--- config.mk ---
export PLATFORM = sky130hd
export DESIGN_NAME = pipeline_stage_buf
export DESIGN_NICKNAME = d
export VERILOG_FILES = /design/src/rtl/pipe_pkg.sv /design/src/rtl/pipe_stall_counter.sv /design/src/rtl/pipeline_stage_buf.sv
export SDC_FILE = /design/constraint.sdc
export NUM_CORES = 1
export LEC_CHECK = 0
export ABC_CLOCK_PERIOD_IN_PS = 11700
export BUFFER_PORTS_ARGS = -buffer_cell sky130_fd_sc_hd__buf_2
export CORE_AREA = 2 2 164 166
export CTS_BUF_LIST = sky130_fd_sc_hd__clkbuf_4 sky130_fd_sc_hd__clkbuf_8 sky130_fd_sc_hd__clkbuf_16
export CTS_CLUSTER_DIAMETER = 150
export DETAILED_ROUTE_END_ITERATION = 10
export DIE_AREA = 0 0 166 168
export PLACE_DENSITY = 0.62
export SKIP_LAST_GASP = 1
export SLEW_MARGIN = 10
export SYNTH_ARGS = -nofsm -noshare
export SYNTH_HDL_FRONTEND = slang
export SYNTH_SLANG_ARGS = --single-unit
--- constraint.sdc ---
create_clock -name CLK -period 11.7 [get_ports CLK]
set_input_delay 0.585 -clock CLK [delete_from_list [all_inputs] [get_ports CLK]]
set_output_delay 0.585 -clock CLK [all_outputs]
set_load 0.02 [all_outputs]
--- src/rtl/pipe_pkg.sv ---
// Shared definitions for the inter-stage pipeline registers of the 5-stage core:
// stage occupancy states, per-stage bundle widths and control bit-field offsets.
package pipe_pkg;

    // Occupancy encoding doubles as the OCCUPANCY output value.
    typedef enum logic [1:0] {
        STAGE_EMPTY = 2'd0,
        STAGE_ONE   = 2'd1,
        STAGE_FULL  = 2'd2
    } stage_state_t;

    // Per-stage bundle widths.
    localparam int PIPE_CTRL_W   = 8;
    localparam int IF_ID_DATA_W  = 64;
    localparam int ID_EX_DATA_W  = 101;
    localparam int EX_MEM_DATA_W = 101;
    localparam int MEM_WB_DATA_W = 101;

    // Control bundle field offsets.
    localparam int CTRL_REG_WRITE_BIT  = 0;
    localparam int CTRL_MEM_TO_REG_LSB = 1;  // 2 bits
    localparam int CTRL_MEM_READ_LSB   = 3;  // 3 bits

    // Assemble a control bundle from its named fields; unused upper bits stay zero.
    function automatic logic [PIPE_CTRL_W-1:0] pack_ctrl(
        input logic       reg_write,
        input logic [1:0] mem_to_reg,
        input logic [2:0] mem_read
    );
        logic [PIPE_CTRL_W-1:0] c;
        c = '0;
        c[CTRL_REG_WRITE_BIT]          = reg_write;
        c[CTRL_MEM_TO_REG_LSB +: 2]    = mem_to_reg;
        c[CTRL_MEM_READ_LSB +: 3]      = mem_read;
        return c;
    endfunction

endpackage

--- src/rtl/pipe_stall_counter.sv ---
// Saturating counter of stalled cycles for one pipeline stage.
// Synchronous active-low reset; holds at all-ones once saturated.
module pipe_stall_counter #(
    parameter int CNT_W = 16
) (
    input  logic             CLK,
    input  logic             RESET,
    input  logic             stall,
    output logic [CNT_W-1:0] count
);

    localparam logic [CNT_W-1:0] CNT_MAX = {CNT_W{1'b1}};
    localparam logic [CNT_W-1:0] CNT_ONE = {{(CNT_W-1){1'b0}}, 1'b1};

    // Count stalled cycles, stopping at the maximum value.
    always_ff @(posedge CLK) begin
        // NOTE: sequential state uses non-blocking '<=' so every flop samples pre-edge values.
        if (!RESET) begin
            count <= '0;
        end else if (stall && (count != CNT_MAX)) begin
            count <= count + CNT_ONE;
        end
    end

endmodule

--- src/rtl/pipeline_stage_buf.sv ---
// Inter-stage pipeline register with valid/ready handshake and a 2-entry skid buffer.
// Head slot drives the outputs; skid slot absorbs the entry accepted while downstream stalls.
// FLUSH turns all held entries into bubbles; bubbles always present an all-zero control bundle.
// Optional feature: define PIPE_STALL_CNT_EN to build the saturating stall counter.
module pipeline_stage_buf
    import pipe_pkg::*;
#(
    parameter int CTRL_W = PIPE_CTRL_W,
    parameter int DATA_W = EX_MEM_DATA_W,
    parameter int CNT_W  = 16
) (
    input  logic              CLK,
    input  logic              RESET,
    input  logic              FLUSH,
    input  logic              IN_VALID,
    output logic              IN_READY,
    input  logic [CTRL_W-1:0] IN_CTRL,
    input  logic [DATA_W-1:0] IN_DATA,
    output logic              OUT_VALID,
    input  logic              OUT_READY,
    output logic [CTRL_W-1:0] OUT_CTRL,
    output logic [DATA_W-1:0] OUT_DATA,
    output logic [1:0]        OCCUPANCY,
    output logic [CNT_W-1:0]  STALL_CNT
);

    stage_state_t      state_q, state_d;
    logic [CTRL_W-1:0] head_ctrl, skid_ctrl;
    logic [DATA_W-1:0] head_data, skid_data;
    logic              in_fire, out_fire;
    logic              head_load_in, head_load_skid, skid_load;

    // Ready depends only on registered state and reset, never on OUT_READY.
    assign IN_READY  = RESET && (state_q != STAGE_FULL);
    assign OUT_VALID = (state_q != STAGE_EMPTY);
    assign in_fire   = IN_VALID && IN_READY;
    assign out_fire  = OUT_VALID && OUT_READY;
    assign OUT_CTRL  = head_ctrl & {CTRL_W{OUT_VALID}};
    assign OUT_DATA  = head_data;
    assign OCCUPANCY = state_q;

    // Next-state and slot load enables; flush discards any same-cycle accept.
    always_comb begin
        // NOTE: every always_comb output gets a default first so no path can infer a latch.
        state_d        = state_q;
        head_load_in   = 1'b0;
        head_load_skid = 1'b0;
        skid_load      = 1'b0;
        if (FLUSH) begin
            state_d = STAGE_EMPTY;
        end else begin
            case (state_q)
                STAGE_EMPTY: begin
                    if (in_fire) begin
                        head_load_in = 1'b1;
                        state_d      = STAGE_ONE;
                    end
                end
                STAGE_ONE: begin
                    if (in_fire && out_fire) begin
                        head_load_in = 1'b1;
                    end else if (in_fire) begin
                        skid_load = 1'b1;
                        state_d   = STAGE_FULL;
                    end else if (out_fire) begin
                        state_d = STAGE_EMPTY;
                    end
                end
                STAGE_FULL: begin
                    if (out_fire) begin
                        head_load_skid = 1'b1;
                        state_d        = STAGE_ONE;
                    end
                end
                default: state_d = STAGE_EMPTY;
            endcase
        end
    end

    // Occupancy state register.
    always_ff @(posedge CLK) begin
        if (!RESET) begin
            state_q <= STAGE_EMPTY;
        end else begin
            state_q <= state_d;
        end
    end

    // Head slot: loads from upstream or from the skid slot; cleared by reset so OUT_DATA reads 0.
    always_ff @(posedge CLK) begin
        if (!RESET) begin
            head_ctrl <= '0;
            head_data <= '0;
        end else if (head_load_in) begin
            head_ctrl <= IN_CTRL;
            head_data <= IN_DATA;
        end else if (head_load_skid) begin
            head_ctrl <= skid_ctrl;
            head_data <= skid_data;
        end
    end

    // Skid slot: captures the entry accepted while the head is stalled.
    always_ff @(posedge CLK) begin
        // NOTE: the skid slot has no reset; it is never observed until loaded under a valid state.
        if (skid_load) begin
            skid_ctrl <= IN_CTRL;
            skid_data <= IN_DATA;
        end
    end

`ifdef PIPE_STALL_CNT_EN
    logic stall;
    assign stall = OUT_VALID && !OUT_READY;

    pipe_stall_counter #(
        .CNT_W (CNT_W)
    ) u_stall_counter (
        .CLK   (CLK),
        .RESET (RESET),
        .stall (stall),
        .count (STALL_CNT)
    );
`else
    assign STALL_CNT = '0;
`endif

    // The encoding leaves value 3 unused; it must never be reached.
    assert property (@(posedge CLK) OCCUPANCY != 2'd3);

endmodule
==> flow_summary.rst, run 1 <==
.. list-table::
   :header-rows: 1

   * - Metric
     - Value
   * - Standard-cell row count
     - 60
   * - Critical register-to-register path startpoint
     - OCCUPANCY[1]
   * - Headroom to the max-slew limit
     - 0.384
   * - Final standard cell area without fillers
     - 10,700 sq um
   * - Fraction of the yosys area taken by sequential cells
     - 0.644
   * - DRC errors left
     - 0
   * - Worst slew pin tran
     - 920 ps
   * - Run status
     - finished, final reports clean
   * - Shortest period the worst path allows
     - roughly 3200 ps
   * - Starting utilization of the core area
     - 0.324
   * - Maximum number of buffers from clock root to sink
     - 3
   * - Achievable frequency
     - 314 MHz
   * - Count of hold-fix buffers inserted at cts
     - 0
   * - Routed Antenna Nets
     - 0
   * - Number of clock sinks seen by CTS
     - 220
   * - Post-detail-place hpwl
     - about 14,000 microns
   * - Start point of the worst min-delay path
     - IN_DATA[26]
   * - Largest family of logic cells by synthesized area
     - compound AO/OA/AOI/OAI gates
   * - Pre-antenna DRT Iters
     - 4
   * - Static leakage
     - 4.00 nW
   * - Die area
     - around 28,000 sq um
   * - Final worst path period share
     - 0.272
   * - Synth Warn #
     - 0
   * - Number of hold violations in the final report
     - 0
   * - Critical Path AT
     - around 3500 ps
   * - Routed vias
     - roughly 6.8k
   * - Total of flip-flops plus latches after synthesis
     - 220
   * - Max-Cap Viols
     - 0
   * - Min-Delay Path Class
     - in2reg
   * - Share of the synthesized netlist area taken by xor and xnor gates
     - 0
   * - Clock network latency to the later pin of the worst-skew pair
     - 520 ps
   * - Maximum number of pins on one net before global-route repair
     - 70
   * - Number of instances in the synthesized netlist
     - 774
   * - Post-place instance area
     - 9810 sq um
   * - Final weighted congestion in routability-driven placement
     - 0.734
   * - Nets
     - roughly 1.1k
   * - Final Hold Slack
     - 253 ps
   * - Crit Path Class
     - reg2reg
   * - IR drop worst, VDD
     - 0.000120 V
   * - Setup Slack @ Placement
     - 8170 ps
   * - Total clock buffers created by CTS
     - 26
   * - Multiplexer fraction of the synthesized cell area
     - 0.00117
   * - Final Max Tran Viols
     - 0
   * - Power per cell area
     - about 170 nW/um^2
   * - Worst-path fanout max
     - 69
   * - PostCTS Resize Cnt
     - 0
   * - Core region area
     - 26,400 sq um
   * - Simple-gate portion of the synthesized area
     - 0.114
   * - DIE HEIGHT
     - 168 microns
   * - Share of synthesized cell area in full adder, half adder and majority cells
     - 0
   * - Mapped Area
     - 8540 sq um
   * - Number of post-CTS setup repair buffers
     - 0
   * - Data required time at the worst endpoint
     - roughly 12,000 ps
   * - Vias per cell
     - 5.11
   * - H-Tree Depth
     - 1
   * - WL final
     - around 24,000 microns
   * - Setup_tns
     - 0 ps
   * - Worst clock skew
     - between 8 and 9 ps
   * - First-pass GRT wire length
     - 37,700 microns
   * - Setup violation total in the final timing report
     - 0
   * - Chip Width
     - 166 microns
   * - Number of distinct library cells after synthesis
     - 27
   * - Drt initial violations
     - ~460
   * - WL/cell
     - 18.1 microns
   * - Compound-Gate Fraction of Synth Area
     - 0.186
   * - Area Growth Syn to Fin
     - 25.1%
   * - CTS Root Cell
     - clkbuf_16
   * - Startpoint types
     - register
   * - Start point of the critical path
     - OCCUPANCY[1]
   * - Fraction of layout cells with a size suffix above 1
     - 0.302
   * - Vias in the first global route
     - 6,895
   * - Clock tree from TritonCTS
     - yes
   * - Worst-case setup margin in the final layout
     - 8520 ps
   * - Ports placed on the boundary
     - between 200 and 250
   * - Final global-route overflow total
     - 0
   * - Global-route usage over all layers
     - 0.166
   * - Unrepaired setup endpoints after global routing
     - false
   * - Endpoint type of the worst setup path
     - register
   * - Post-synthesis average cell area
     - 11.0 sq um
   * - Number of buffer cells added on primary ports
     - 226
   * - Antenna violations before repair
     - 4
   * - Clk pin slew, worst setup/hold paths
     - around 60 ps
==> final timing paths <==
check                        to  slack [ps]  cells after the start
setup / recovery   OUT_DATA[47]        8520                      5
hold / removal    skid_data[26]         250                      1
setup reg to reg   OUT_DATA[47]        8520                      5
hold reg to reg    OUT_DATA[53]         470                      2
==> Yosys cell counts <==
library cell / n / area [sq um]
nand2_1: 219 / 822
o21ba_1: 1 / 10.0
and3b_1: 1 / 8.76
nor2b_1: 9 / 56.3
nand4bb_1: 1 / 11.3
dfxtp_1: 111 / 2220
nand2b_1: 1 / 6.26
a21oi_1: 2 / 10.0
o31ai_1: 109 / 818
buf_6: 3 / 33.8
mux2i_1: 1 / 10.0
a21boi_0: 1 / 7.51
clkbuf_1: 43 / 161
a31oi_2: 10 / 125
or2_1: 1 / 6.26
buf_4: 20 / 150
or3b_1: 1 / 8.76
buf_1: 6 / 22.5
nor3_1: 2 / 10.0
buf_2: 17 / 85.1
and4bb_1: 1 / 12.5
inv_1: 2 / 7.51
conb_1: 1 / 3.75
nor2_1: 2 / 7.51
edfxtp_1: 109 / 3270
nand4bb_4: 1 / 27.5
a31oi_1: 99 / 619
==> power breakdown <==
group          switching, mW  total (mW)  internal (mW)
Clock                  0.318       0.805          0.486
Combinational         0.0913       0.140         0.0490
Sequential            0.0112       0.841          0.830
Total                  0.421        1.79           1.37
==> metal layers <==
layer,up-vias,share of wire,global-route usage
met3,36,0.066,0.0423
met4,2,0.022,0.0427
li1,3208,-,-
met5,-,0.00054,0
met2,241,0.48,0.277
met1,3305,0.43,0.217
==> cell usage in the layout (no fill, tap or decap) <==
master      instances
a21boi_0            1
nor3_2              1
a31oi_2            10
nor2_1              2
nand2_1           219
and3b_1             1
mux2i_1             1
inv_1               2
buf_2             225
and4bb_4            1
nor2b_1             8
edfxtp_1          109
dfxtp_1           111
conb_1             16
a31oi_1            99
or3b_1              1
clkbuf_16          27
inv_4               1
clkinv_1            3
o31ai_1           109
o21ba_1             1
diode_2             3
or2_4               1
nand2b_1            1
nor2b_4             1
clkbuf_4            4
clkinv_2            7
nand4bb_4           2
clkinvlp_4          2
clkbuf_8            2
buf_4              11
bufinv_16           2
nor3_1              1
a21oi_1             2
==> kinds of logic after synthesis <==
| kind of cell | count (synthesis) |
|---|---|
| and+or+nand+nor | 239 |
| AOI/OAI and AO/OA | 222 |
| DFF | 220 |
| buffers and inverters | 91 |
| muxes | 1 |
| other | 1 |
==> sequential cells by signal (all words and copies together), names as in the netlist <==
name       count
skid_ctrl      8
skid_data    101
OCCUPANCY      2
OUT_DATA     101
head_ctrl      8
==> worst max-delay path, cell delays in order, from the launching register on <==
cell	delay [ps]
dfxtp_1	550
nand4bb_4	220
buf_4	600
or2_4	630
buf_4	770
a31oi_1	190
==> metrics by stage <==
stage                     std cells  total power, mW   util
after floorplan                 789            0.941      -
after global placement         1277            0.996  0.372
after detailed placement       1277            0.998  0.372
after CTS                      1325             1.81  0.405
after global routing           1327             1.85  0.405
final                          1328             1.79  0.405
==> layout make-up <==
type	count	area [sq um]
Timing Repair Buffer	236	1210
Multi-Input combinational cell	478	2670
Tap cell	341	427
Inverter	2	7.51
Clock buffer	33	733
Clock inverter	15	128
Fill cell	2538	15700
Sequential cell	220	5500
Antenna cell	3	7.51
Note: power is estimated with default switching activity, not from simulation.
==> run 2, diff against run 1 <==
--- a/config.mk
+++ b/config.mk
@@ -5,14 +5,14 @@
 export SDC_FILE = /design/constraint.sdc
 export NUM_CORES = 1
 export LEC_CHECK = 0
-export ABC_CLOCK_PERIOD_IN_PS = 11700
+export ABC_CLOCK_PERIOD_IN_PS = 2800
 export BUFFER_PORTS_ARGS = -buffer_cell sky130_fd_sc_hd__buf_2
 export CORE_AREA = 2 2 164 166
 export CTS_BUF_LIST = sky130_fd_sc_hd__clkbuf_4 sky130_fd_sc_hd__clkbuf_8 sky130_fd_sc_hd__clkbuf_16
 export CTS_CLUSTER_DIAMETER = 150
 export DETAILED_ROUTE_END_ITERATION = 10
 export DIE_AREA = 0 0 166 168
-export PLACE_DENSITY = 0.62
+export PLACE_DENSITY = 0.65
 export SKIP_LAST_GASP = 1
 export SLEW_MARGIN = 10
 export SYNTH_ARGS = -nofsm -noshare
==> constraint.sdc (replaced) <==
create_clock -name CLK -period 2.8 [get_ports CLK]
set_input_delay 0.14 -clock CLK [delete_from_list [all_inputs] [get_ports CLK]]
set_output_delay 0.14 -clock CLK [all_outputs]
set_load 0.02 [all_outputs]
==> flow_summary.rst, run 2 (same netlist as run 1, synthesis figures left out) <==
.. list-table::
   :header-rows: 1

   * - Metric
     - Value
   * - Number of clock sinks seen by CTS
     - 220
   * - Combinational cell fraction of total power
     - 0.095
   * - Startpoint types
     - register
   * - Routed vias
     - 7,250
   * - Final worst path period share
     - 0.743
   * - Setup violation total in the final timing report
     - 0
   * - Worst-path fanout max
     - 10
   * - Pre-antenna DRT Iters
     - 4
   * - Drt initial violations
     - 435
   * - Area Growth Syn to Fin
     - 39.6%
   * - Cell with the biggest individual delay on the critical path
     - nor2_1
   * - Starting utilization of the core area
     - 0.324
   * - Headroom to the max-slew limit
     - 0.382
   * - Fraction of power spent switching nets
     - 0.229
   * - Data required time at the worst endpoint
     - 2660 ps
   * - Nets
     - approximately 1.2k
   * - Static leakage
     - 4.53 nW
   * - Delay of the slowest critical-path stage
     - roughly 730 ps
   * - Achievable frequency
     - 480 MHz
   * - Power per cell area
     - roughly 640 nW/um^2
   * - Routed Antenna Nets
     - 0
   * - Setup_tns
     - 0 ps
   * - Maximum number of pins on one net before global-route repair
     - 110
   * - Top library cells by usage in the layout, fill and taps aside
     - buf_2 (225), nand2_1 (219), dlygate4sd3_1 (111), dfxtp_1 (110)
   * - Register-to-register setup slack
     - approximately 960 ps
   * - Min-Delay Path Class
     - in2reg
   * - DIE HEIGHT
     - 168 microns
   * - Die area
     - around 28,000 sq um
   * - Switching Power
     - 1.75 mW
   * - Final global-route overflow total
     - 0
   * - Final Max Tran Viols
     - 0
   * - Vias per cell
     - 5.04
   * - Clk pin slew, worst setup/hold paths
     - 60 ps
   * - Fraction of layout cells with a size suffix above 1
     - 0.275
   * - Worst-case setup margin in the final layout
     - 718 ps
   * - Cell Chain, Critical Path
     - nor2_1 > nor2b_1 > buf_2
   * - Global-route usage over all layers
     - 0.170
   * - Critical register-to-register path startpoint
     - OCCUPANCY[0]
   * - Antenna violations before repair
     - 1
   * - Unrepaired setup endpoints after global routing
     - false
   * - Relative contribution of sequential cells to total power
     - 0.460
   * - WL final
     - 24,900 microns
   * - Number of hold violations in the final report
     - 0
   * - Depth of the worst hold-timing path
     - 4
   * - Vias in the first global route
     - ~7.4k
   * - Start point of the worst min-delay path
     - IN_VALID
   * - Cell-internal power
     - about 5.9 mW
   * - Worst clock skew
     - 9.10 ps
   * - Total clock buffers created by CTS
     - 24
   * - Ports placed on the boundary
     - 243
   * - Clock tree from TritonCTS
     - yes
   * - Standard-cell row count
     - 60
   * - DRC errors left
     - 0
   * - Core region area
     - 26,400 sq um
   * - IR drop worst, VDD
     - 0.000432 V
   * - Number of buffer cells added on primary ports
     - 226
   * - H-Tree Depth
     - 1
   * - Endpoint type of the worst setup path
     - primary output
   * - Number of post-CTS setup repair buffers
     - 0
   * - Clock network latency to the later pin of the worst-skew pair
     - 510 ps
   * - Reg2Reg Depth
     - 4
   * - Post-detail-place hpwl
     - 13,700 microns
   * - Most common cell after layout, fill and taps aside
     - buf_2
   * - Final weighted congestion in routability-driven placement
     - 0.749
   * - WL/cell
     - 17.3 microns
   * - Power after layout
     - approximately 7.6 mW
   * - CTS Root Cell
     - clkbuf_16
   * - Max-Cap Viols
     - 0
   * - Critical Path AT
     - 1940 ps
   * - Layout Utilization
     - 0.452
   * - First-pass GRT wire length
     - 38,900 microns
   * - Maximum number of buffers from clock root to sink
     - 3
   * - Worst slew pin tran
     - between 900 and 1000 ps
   * - Run status
     - finished, final reports clean
   * - Chip Width
     - 166 microns
   * - Shortest period the worst path allows
     - 2080 ps
   * - Crit Reg-Reg Endpoint
     - OUT_DATA[48]
   * - Crit Path Class
     - reg2out
   * - Endpoint with the worst hold slack
     - OCCUPANCY[0]
   * - Setup Slack @ Placement
     - roughly 1000 ps
   * - Clock power share
     - 0.445
==> run 2: cell types whose count changed in the layout (fill, tap and decap cells not counted), sizes merged <==
cell	delta
dlygate4sd3	+111
clkbuf	+2
buf	+5
inv	-1
clkinvlp	-1
diode	-2
clkinv	-6
bufinv	+2
==> run 2: cell type report <==
cell class              count  area (sq um)
multi-input cells         478          2680
clock buffers              35           701
clock inverters             9           150
diodes                      1          2.50
fillers                  2390         14400
inverters                   2          7.51
repair buffers            352          2460
flip-flops and latches    220          5500
well taps                 341           427
==> run 2: worst max-delay path: cells and delay by family, from the launching register on <==
kind / cells / cell delay (ps)
and+or+nand+nor: 2 / 850
DFF: 1 / 380
buffers and inverters: 1 / 200
==> run 2: stage by stage <==
stage,area (sq um),std cells,hold WS (ps)
global route,11900,1438,123
global placement,9960,1282,331
floorplan,8630,789,211
CTS,11900,1437,87.8
detailed placement,9960,1282,334
finish,11900,1438,109
==> run 2: power groups by stage <==
stage / logic [mW] / registers [mW] / clock network, mW
after global placement: 0.586 / 3.58 / 0
after CTS: 0.718 / 3.51 / 3.49
after global routing: 0.777 / 3.52 / 3.60
final: 0.722 / 3.51 / 3.40
after floorplan: 0.260 / 3.67 / 0
after detailed placement: 0.593 / 3.58 / 0
==> run 2: worst max path at each step <==
stage                             from            to  slack (ps)  depth (start not counted)
after floorplan           OCCUPANCY[1]  skid_ctrl[0]       -1240                          5
after global placement    OCCUPANCY[0]  OUT_DATA[99]        1030                          4
after detailed placement  OCCUPANCY[0]  OUT_DATA[68]         990                          4
after CTS                 OCCUPANCY[1]   OUT_CTRL[1]         720                          3
after global routing      OCCUPANCY[0]   OUT_CTRL[1]         630                          3
final                     OCCUPANCY[1]   OUT_CTRL[2]         720                          3
==> run 2: metal layers <==
metal  share of wire  GRT usage  vias to the layer above  routed length, microns
met5               0          0                        -                       0
met4           0.033     0.0673                        0                     811
met3           0.068     0.0395                       62                    1700
met2            0.49      0.303                      283                   12300
met1            0.41      0.199                     3472                   10100
li1                -          -                     3433                       -
==> run 2: repair_timing <==
| item | in CTS | in global routing |
|---|---|---|
| hold endpoints to repair | 219 | 0 |
| hold buffers | 111 | 0 |
| resized for setup | 0 | 0 |
==> run 3, diff against run 2 <==
--- a/config.mk
+++ b/config.mk
@@ -5,14 +5,15 @@
 export SDC_FILE = /design/constraint.sdc
 export NUM_CORES = 1
 export LEC_CHECK = 0
-export ABC_CLOCK_PERIOD_IN_PS = 2800
+export ABC_AREA = 1
+export ABC_CLOCK_PERIOD_IN_PS = 1900
 export BUFFER_PORTS_ARGS = -buffer_cell sky130_fd_sc_hd__buf_2
-export CORE_AREA = 2 2 164 166
+export CORE_AREA = 2 2 173 175
 export CTS_BUF_LIST = sky130_fd_sc_hd__clkbuf_4 sky130_fd_sc_hd__clkbuf_8 sky130_fd_sc_hd__clkbuf_16
 export CTS_CLUSTER_DIAMETER = 150
 export DETAILED_ROUTE_END_ITERATION = 10
-export DIE_AREA = 0 0 166 168
-export PLACE_DENSITY = 0.65
+export DIE_AREA = 0 0 175 177
+export PLACE_DENSITY = 0.64
 export SKIP_LAST_GASP = 1
 export SLEW_MARGIN = 10
 export SYNTH_ARGS = -nofsm -noshare
==> constraint.sdc (replaced) <==
create_clock -name CLK -period 1.9 [get_ports CLK]
set_input_delay 0.095 -clock CLK [delete_from_list [all_inputs] [get_ports CLK]]
set_output_delay 0.095 -clock CLK [all_outputs]
set_load 0.02 [all_outputs]
==> flow_summary.rst, run 3 <==
.. list-table::
   :header-rows: 1

   * - Metric
     - Value
   * - DIE HEIGHT
     - 177 microns
   * - Worst-path fanout max
     - 39
   * - Achievable frequency
     - roughly 540 MHz
   * - Setup violation total in the final timing report
     - 0
   * - Max-Cap Viols
     - 0
   * - Crit Path Class
     - reg2reg
   * - Ports placed on the boundary
     - 243
   * - Headroom to the max-slew limit
     - 0.639
   * - Relative contribution of sequential cells to total power
     - 0.450
   * - Layout Utilization
     - 0.445
   * - Clk pin slew, worst setup/hold paths
     - 60 ps
   * - Diodes inserted
     - 0
   * - Number of synthesized flops with an enable pin
     - 109
   * - Cell-internal power
     - 8.81 mW
   * - Final worst path period share
     - 0.973
   * - Number of instances in the synthesized netlist
     - 1,125
   * - WL final
     - about 27,000 microns
   * - Critical Path AT
     - 2050 ps
   * - Post-detail-place hpwl
     - 15,600 microns
   * - Clock tree from TritonCTS
     - yes
   * - Data required time at the worst endpoint
     - 2100 ps
   * - Run status
     - finished, final reports clean
   * - Number of buffer cells added on primary ports
     - 226
   * - Static leakage
     - 5.97 nW
   * - Global-route usage over all layers
     - 0.170
   * - Maximum number of pins on one net before global-route repair
     - 110
   * - Die area
     - 31,000 sq um
   * - Fraction of the yosys area taken by sequential cells
     - 0.578
   * - Synth Warn #
     - 0
   * - Worst clock skew
     - 10.4 ps
   * - Most common cell after layout, fill and taps aside
     - nand2_1
   * - IR drop worst, VDD
     - between 0.0006 and 0.0007 V
   * - Shortest period the worst path allows
     - 1850 ps
   * - Final Max Tran Viols
     - 0
   * - Clock network latency to the later pin of the worst-skew pair
     - 520 ps
   * - WL/cell
     - 14.5 microns
   * - Vias in the first global route
     - around 8.2k
   * - Final weighted congestion in routability-driven placement
     - 0.782
   * - Synth cell count leaders
     - nand2_1 (332), nand3_1 (220), inv_1 (123)
   * - Core region area
     - 29,200 sq um
   * - Final global-route overflow total
     - 0
   * - Unrepaired setup endpoints after global routing
     - true
   * - Worst slew pin tran
     - 542 ps
   * - Min-Delay Path Class
     - in2reg
   * - Final standard cell area without fillers
     - between 10,000 and 15,000 sq um
   * - Synth Flop Type
     - dfxtp_1
   * - Switching Power
     - 2.69 mW
   * - Maximum number of buffers from clock root to sink
     - 3
   * - Post-place instance area
     - 11,000 sq um
   * - Combinational cell fraction of total power
     - 0.105
   * - Startpoint types
     - register
   * - Top library cells by usage in the layout, fill and taps aside
     - nand2_1 (331), buf_2 (226), nand3_1 (220), inv_1 (120), dlygate4sd3_1 (113)
   * - Starting utilization of the core area
     - 0.325
   * - Total of flip-flops plus latches after synthesis
     - 220
   * - Number of hold violations in the final report
     - 0
   * - Area Growth Syn to Fin
     - 36.9%
   * - H-Tree Depth
     - 1
   * - Fraction of power spent switching nets
     - 0.234
   * - Chip Width
     - 175 microns
   * - Pre-antenna DRT Iters
     - 5
   * - Routed vias
     - 8,395
   * - Number of distinct library cells after synthesis
     - 20
   * - Drt initial violations
     - 500
   * - Nets
     - 1,541
   * - CTS Root Cell
     - clkbuf_16
   * - Mapped Area
     - ~9500 sq um
   * - Vias per cell
     - 4.57
   * - Synth top area share
     - 0.344
   * - DRC errors left
     - 0
   * - First-pass GRT wire length
     - approximately 43,000 microns
   * - Standard-cell row count
     - 63
   * - Antenna violations before repair
     - 0
   * - Routed Antenna Nets
     - 0
   * - Biggest area consumer among synthesized cells
     - edfxtp_1
   * - Most instantiated library cell after synthesis
     - nand2_1
   * - Proportion of register bits with asynchronous set or reset after synthesis
     - 0
   * - Power per cell area
     - 883 nW/um^2
   * - Endpoint type of the worst setup path
     - register
   * - Fraction of layout cells with a size suffix above 1
     - 0.210
   * - Post-synthesis average cell area
     - 8.46 sq um
   * - Number of clock sinks seen by CTS
     - 220
   * - Total clock buffers created by CTS
     - 25
   * - Most area-consuming cells after synthesis
     - edfxtp_1 (34%), dfxtp_1 (23%), nand2_1 (13%)
   * - Clock power share
     - 0.445
==> run 3: path summary, 6_finish.rpt <==
check,from,endpoint,slack (ps),depth (start not counted)
max,OCCUPANCY[1],skid_data[23],50,5
min,FLUSH,OUT_DATA[86],210,5
min reg2reg,OUT_DATA[48],OUT_DATA[48],480,2
max reg2reg,OCCUPANCY[1],skid_data[23],50,5
==> run 3: power by group through the flow <==
| stage | sequential, mW | clock, mW | combinational (mW) |
|---|---|---|---|
| floorplan | 5.41 | 0 | 0.492 |
| global placement | 5.27 | 0 | 1.01 |
| detailed placement | 5.27 | 0 | 1.03 |
| CTS | 5.17 | 5.26 | 1.21 |
| global route | 5.18 | 5.43 | 1.34 |
| finish | 5.17 | 5.12 | 1.21 |
==> run 3: cell type report <==
cell class | instances | area, sq um
multi-input cells | 695 | 3080
fillers | 2843 | 16200
clock inverters | 8 | 118
well taps | 390 | 488
flip-flops and latches | 220 | 5500
clock buffers | 38 | 772
repair buffers | 359 | 2590
inverters | 126 | 480
==> run 3: what timing repair did <==
action                                  CTS  global route
endpoints found under the setup margin    1            15
setup buffers                             0             1
pin swaps                                 0             2
hold buffers                            113             0
hold endpoints to repair                219             0
cloned                                    0             0
resized for setup                         1             0
==> run 3: worst max-delay path, cell delays in order (launching register included) <==
cell and delay, ps:
dfxtp_2 340, inv_2 70, nand4_1 200, buf_4 220, nor3_4 370, buf_12 300
==> run 3: per-layer routing <==
metal	share of wire	track usage
met1	0.44	0.218
met2	0.47	0.286
met3	0.069	0.0389
met4	0.025	0.0483
met5	0	0
==> run 3: cells by family after synthesis <==
group	count (synthesis)	synth area share
simple gates	566	0.255
other cells	1	0.000394
buf+inv	225	0.108
compound gates	113	0.0597
flops	220	0.578
==> run 3: through the flow <==
step	total power [mW]	setup slack (ps)	TNS, ps	instances	hold slack [ps]
after floorplan	5.90	-1810	-196950	1140	166
after global placement	6.28	170	0	1676	286
after detailed placement	6.30	114	0	1676	287
after CTS	11.6	33.3	0	1835	196
after global routing	11.9	-15.2	-635	1836	233
final	11.5	51.6	0	1836	210
